`src/rtl/reg_scoreboard.sv`:
```
// rtl/reg_scoreboard.sv - register write scoreboard with ID-stage interlock and stall watchdog (option: SCOREBOARD_R0_EXEMPT_EN)
module reg_scoreboard #(
    parameter int NREGS        = 16,
    parameter int MAX_INFLIGHT = 3,
    parameter int STALL_LIMIT  = 15
) (
    input  logic             clock,
    input  logic             reset,
    input  logic             IF_ID_valid,
    input  logic [3:0]       IF_ID_op1,
    input  logic [3:0]       IF_ID_op2,
    input  logic [3:0]       IF_ID_dest,
    input  logic             IF_ID_RegWrite,
    input  logic             wb_valid,
    input  logic [3:0]       wb_dest,
    output logic             hasHazard,
    output logic             PCWrite,
    output logic             IF_ID_Hold,
    output logic             ID_EX_CtrlFlush,
    output logic [NREGS-1:0] pending_mask,
    output logic             sb_error,
    output logic             deadlock
);
    localparam int CW = $clog2(MAX_INFLIGHT + 1);
    localparam int SW = $clog2(STALL_LIMIT + 1);
`ifdef SCOREBOARD_R0_EXEMPT_EN
    localparam logic R0_EXEMPT = 1'b1;
`else
    localparam logic R0_EXEMPT = 1'b0;
`endif

    logic [CW-1:0]    cnt_q [NREGS];
    logic [CW-1:0]    cnt_d [NREGS];
    logic [SW-1:0]    stall_run_q, stall_run_d;
    logic             sb_error_q, sb_error_d;
    logic             deadlock_q, deadlock_d;

    logic [NREGS-1:0] pending;
    logic             hazard;
    logic             full;
    logic             stall;
    logic             issue;
    logic             wb_eff;
    logic             inc;
    logic             hit;

    // Pending view of the counters; register 0 is never pending when exempt
    always_comb begin
        for (int r = 0; r < NREGS; r++) begin
            pending[r] = (cnt_q[r] != '0) && !(R0_EXEMPT && (r == 0));
        end
    end

    // Interlock decision, counter bookkeeping, error and watchdog next-state
    always_comb begin
        hazard = IF_ID_valid & (pending[IF_ID_op1] | pending[IF_ID_op2]);
        full   = IF_ID_valid & IF_ID_RegWrite & (cnt_q[IF_ID_dest] == CW'(MAX_INFLIGHT));
        stall  = hazard | full;
        issue  = IF_ID_valid & IF_ID_RegWrite & ~stall;
        wb_eff = wb_valid & ~(R0_EXEMPT & (wb_dest == 4'd0));
        inc    = 1'b0;
        hit    = 1'b0;

        for (int r = 0; r < NREGS; r++) begin
            cnt_d[r] = cnt_q[r];
            inc = issue & (IF_ID_dest == 4'(r)) & ~(R0_EXEMPT && (r == 0));
            hit = wb_eff & (wb_dest == 4'(r));
            if (inc && !hit) begin
                cnt_d[r] = cnt_q[r] + 1'b1;
            end else if (hit && !inc && (cnt_q[r] != '0)) begin
                cnt_d[r] = cnt_q[r] - 1'b1;
            end
        end

        // A retire that meets a same-cycle issue to the same register is legal
        sb_error_d = sb_error_q |
                     (wb_eff & (cnt_q[wb_dest] == '0) & ~(issue & (IF_ID_dest == wb_dest)));

        if (!stall) begin
            stall_run_d = '0;
        end else if (stall_run_q == SW'(STALL_LIMIT)) begin
            stall_run_d = stall_run_q;
        end else begin
            stall_run_d = stall_run_q + 1'b1;
        end
        deadlock_d = deadlock_q | (stall_run_d == SW'(STALL_LIMIT));
    end

    // State registers with synchronous active-low reset
    always_ff @(posedge clock) begin
        if (!reset) begin
            for (int r = 0; r < NREGS; r++) begin
                cnt_q[r] <= '0;
            end
            stall_run_q <= '0;
            sb_error_q  <= 1'b0;
            deadlock_q  <= 1'b0;
        end else begin
            for (int r = 0; r < NREGS; r++) begin
                cnt_q[r] <= cnt_d[r];
            end
            stall_run_q <= stall_run_d;
            sb_error_q  <= sb_error_d;
            deadlock_q  <= deadlock_d;
        end
    end

    // Interlock outputs are forced to free-running while reset is held
    always_comb begin
        hasHazard       = reset & hazard;
        PCWrite         = ~(reset & stall);
        IF_ID_Hold      = reset & stall;
        ID_EX_CtrlFlush = reset & stall;
        pending_mask    = pending;
        sb_error        = sb_error_q;
        deadlock        = deadlock_q;
    end
endmodule

```
`config.mk`:
```
export PLATFORM = sky130hd
export DESIGN_NAME = reg_scoreboard
export DESIGN_NICKNAME = d
export VERILOG_FILES = /design/src/rtl/reg_scoreboard.sv
export SDC_FILE = /design/constraint.sdc
export NUM_CORES = 1
export LEC_CHECK = 0
export ABC_AREA = 1
export BUFFER_PORTS_ARGS = -buffer_cell sky130_fd_sc_hd__clkbuf_2
export CAP_MARGIN = 20
export CORE_UTILIZATION = 50
export CTS_CLUSTER_DIAMETER = 100
export CTS_CLUSTER_SIZE = 30
export DETAILED_ROUTE_END_ITERATION = 8
export MAX_ROUTING_LAYER = met4
export PLACE_DENSITY = 0.76
export SLEW_MARGIN = 20
export SYNTH_ARGS = -nofsm -noshare
export SYNTH_HDL_FRONTEND = slang
export SYNTH_SLANG_ARGS = --single-unit
```
`constraint.sdc`:
```
create_clock -name clock -period 2.8 [get_ports clock]
set_clock_uncertainty 0.2 [all_clocks]
set_input_delay 0.42 -clock clock [delete_from_list [all_inputs] [get_ports clock]]
set_output_delay 0.42 -clock clock [all_outputs]
set_load 0.05 [all_outputs]
```
## Word level (Yosys, flattened, before mapping)

Memories as Yosys holds them, arrays and structs flattened.
Index checks and enable logic that the tools add are counted.

- Register bits after elaboration: 6
- Memory bits (writable): 32
- Memories: 1

Memories:

| name | depth | width | rd ports | clocked after Yosys merged registers in | wr ports | line | text |
|---|---|---|---|---|---|---|---|
| cnt_q | 16 | 2 | 18 | 0 | 16 | 32 | `logic [CW-1:0] cnt_q [NREGS];` |

- $add $sub $neg: 33
- $lt $le $gt $ge: 2
- Equality and inequality tests: 34
- Muxes and demuxes: 56
- Bitwise logic cells: 64
- Reductions and logical operators: 99

Operators with widths:

| operator | count |
|---|---|
| 2-bit two-way mux | 48 |
| 4-bit == test (second input constant) | 18 |
| 1-bit logical AND | 48 |
| 1-bit AND | 41 |
| 2-bit by 1-bit adder with 2-bit output (second input constant) | 16 |
| 4-bit by 3-bit == test with 1-bit output (second input constant) | 8 |
| 1-bit zero test | 32 |
| 2-bit nonzero test | 16 |
| 2-bit by 1-bit subtractor with 2-bit output (second input constant) | 16 |
| 1-bit OR | 20 |
| 4-bit by 2-bit == test with 1-bit output (second input constant) | 4 |
| 4-bit by 5-bit less-than comparator with 1-bit output (second input constant) | 2 |
| 1-bit binary-select mux with 4-bit select | 2 |
| 4-bit by 1-bit == test with 1-bit output (second input constant) | 2 |
| 4-bit zero test | 2 |
| 4-bit two-way mux | 2 |
| 4-bit by 1-bit adder with 4-bit output (second input constant) | 1 |
| 4-bit == test | 1 |
| 1-bit two-way mux | 4 |
| 1-bit inverter | 3 |
| 2-bit == test (second input constant) | 1 |
| 2-bit zero test | 1 |

## Depth between registers and ports, before layout

- Word-level depth: 15
- Depth in mapped cells: 16

## Worst setup path before layout

Ideal clock, no wire load.

- Kind: in2out
- Start point: input port IF_ID_dest[1]
- End point: output port PCWrite
- Arrival: 2.614 ns
- Required time: 2.180 ns
- Slack: -0.434 ns
- Stages on the path: 13
- Cell sequence: buf_2 > inv_2 > nand2_2 > nor2_1 > a21oi_1 > nand2_1 > nand2_1 > nand2_1 > nor2_1 > nor2_1 > a21oi_4 > nor2_1 > inv_1

- Cells in the longest elaborated chain, start to end: 6

RTL lines:

| what | line | text |
|---|---|---|
| start, declared | 12 | `input logic [3:0] IF_ID_dest,` |
| memory read 16 x 2 bit | -- |  |
| 2-bit == test | 57 | `full = IF_ID_valid & IF_ID_RegWrite & (cnt_q[IF_ID_dest] == CW'(MAX_INFLIGHT));` |
| 1-bit AND | 57 |  |
| 1-bit OR | 58 | `stall = hazard \| full;` |
| 1-bit AND | -- |  |
| net ID_EX_CtrlFlush | 19 | `output logic ID_EX_CtrlFlush,` |
| 1-bit inverter | 111 | `PCWrite = ~(reset & stall);` |
| end, declared | 17 | `output logic PCWrite,` |

The timed path passes the listed nets, and every way through them passes these cells.

==> metrics <==
P&R area growth vs syn=17.6%; worst-margin pin slew=0.408 ns; hold buffer count at cts=0; number of cell rows=28; Initial DRC Count=329; Remaining Overflow, GRT=0; CTS tree=yes; FF+latch count, synth=38; Worst Path Arrival=2.05 ns; first-pass GRT wire length=16.7 mm; drt drc=0; Crit Path Max Fanout=5; post-synth cell types=32; Final min period=2.67 ns; reg2reg start=cnt_q[1][1]$_SDFFE_PN0P_; worst min path class=reg2reg; Initial Utilization=52.9%; Setup crit end kind=output port; num ports=43; Worst EP required=2.18 ns; Antenna Cells=0; Pwr Density=346 nW/um2; Die Height=82.1 um; Worst-Skew Late Latency=0.30 ns; layout cells sized above 1=15.3%; Root Buffer=clkbuf_8; Finish-stage setup viols=0; Fin. Hold Viols=0; outcome=finished, final reports clean; register area share after synthesis=23.7%; clk sink count=38; syn_nets=606; final wirelength=10.7 mm; Worst Path Class, Setup=reg2out; clock power share=38.0%; placed cell area=3540 um2; Final ANT Viol Nets=0; Crit. Startpoint=cnt_q[1][1]$_SDFFE_PN0P_; clk slew on worst S/H paths=0.08 ns; Core Box Area=6060 um2; die area=6740 um2; setup TNS=0 ns; Tcrit/Tclk final=95.3%; PortBufs=42; mapped cell area=3210 um2; Sw Share=30.9%; Max transition margin=72.8%; Switch Pwr=0.000403 W; startpoint class of the critical path=flop; Slew Viols, Final=0; H-tree depth=2; initial antenna violation count=0; Max Cap Viol=0; via count=3969; vias per cell=5.61; Seq pwr share=42.2%; drt wl/cell=15.1 um; Max Clk Rate=375 MHz; TritonCTS buffer count=5; Avg Cell Area, Syn=5.49 um2; Util after Layout=62.2%; Int Power=0.000902 W; fin area=3770 um2; Nets=654; hold path start=deadlock$_SDFF_PN0_; logic gate share of total power=19.9%; Hold WS=0.253 ns; Post-CTS Setup Bufs=0; clk buf depth=2; VDD IR-drop max=0.243 mV; Die W=82.1 um; All-Layer GR Usage=34.2%; Mapped Cells=584; YS warnings=0; hpwl dp=8.36 mm; GPL Wtd Cong=1.06; vias in the first global route=3501; drt first pass iters=5; pin count of the biggest net entering global routing=34; Lkg Pwr=1.88 nW
-- worst paths after layout --
check,end,slack (ns),cells past startpoint
worst max register to register,cnt_q[12][1]$_SDFFE_PN0P_,0.35,14
worst max-delay path,PCWrite,0.13,12
worst min-delay path,deadlock$_SDFF_PN0_,0.25,2
worst min register to register,deadlock$_SDFF_PN0_,0.25,2
-- per-stage QoR --
stage | worst slack, ns | cells | power, W
floorplan | 0.0486 | 584 | 0.000734
global placement | 0.132 | 700 | 0.000808
detailed placement | 0.0468 | 700 | 0.000812
CTS | 0.0393 | 707 | 0.00131
global route | -0.00454 | 707 | 0.00135
finish | 0.131 | 707 | 0.00130
-- routing by layer --
layer	wire length, um	track usage [%]	vias to the layer above
li1	-	-	1971
met1	4670	42.7	1804
met4	188	10.4	0
met2	4980	56.6	176
met5	0	-	-
met3	858	5.00	18
-- kinds of logic after synthesis --
| kind of cell | Yosys count | share of synthesized area (%) |
|---|---|---|
| AOI/OAI and AO/OA | 41 | 7.46 |
| xor gates and xnor gates | 5 | 1.37 |
| DFF | 38 | 23.7 |
| adders and majority gates | 1 | 0.390 |
| muxes | 1 | 0.312 |
| buffers and inverters | 101 | 12.5 |
| and+or+nand+nor | 397 | 54.3 |
-- sequential cells by signal, indices dropped and copies added (netlist names) --
register and flops:
cnt_q 32, deadlock 1, sb_error 1, stall_run_q 4
-- critical path: stages, from the launching register on --
cell	delay [ns]
dfxtp_1	0.35
nor2_2	0.24
nand2_1	0.09
nand3_1	0.09
nand3_1	0.07
nand2_1	0.06
nand2_1	0.04
nand2_1	0.06
nand2_1	0.15
a21oi_4	0.20
nor2_4	0.05
inv_1	0.15
buf_6	0.18
-- synth_stat cells, drive strengths merged --
cell    count  area (um2)
a21oi      26         141
a31oi       1        6.26
buf         9        55.0
clkbuf      6        22.5
clkinv      1        3.75
dfxtp      38         761
ha          1        12.5
inv        85         319
mux2i       1        10.0
nand2     141         532
nand3      75         375
nand3b      1        7.51
nand4      36         275
nor2      141         532
nor3        1        5.00
nor4        1        6.26
o211a       1        10.0
o21ai       4        23.8
o21bai      1        7.51
o22ai       8        50.1
or2         1        6.26
xor2        5        43.8
-- cell usage in the layout (no fill, tap or decap), drive strengths merged --
cell type	n
or2	1
o22ai	8
nand2	141
a31oi	1
ha	1
o211a	1
bufinv	1
nand4	36
nand3b	1
o21bai	1
o21ai	4
xor2	5
a21oi	26
clkinv	1
dfxtp	38
nand3	75
clkbuf	46
nor4	1
inv	85
mux2i	1
nor2	141
buf	16
nor3	1
-- power groups by stage --
stage                     combinational (W)  sequential, W  clock, W
final                              0.000259       0.000550  0.000495
after global routing               0.000285       0.000551  0.000517
after CTS                          0.000251       0.000549  0.000505
after detailed placement           0.000250       0.000562         0
after global placement             0.000246       0.000562         0
after floorplan                    0.000169       0.000565         0
-- cell type report --
type,instances,area [um2]
Tap cell,75,93.8
Inverter,86,323
Timing Repair Buffer,56,322
Clock buffer,6,82.6
Fill cell,616,2290
Sequential cell,38,761
Multi-Input combinational cell,445,2160
Clock inverter,1,30.0
-- repair_timing --
action,4_1_cts,5_1_grt
endpoints found under the setup margin,1,3
resized for setup,13,21
gates cloned,0,0
Note: power is estimated with default switching activity, not from simulation.
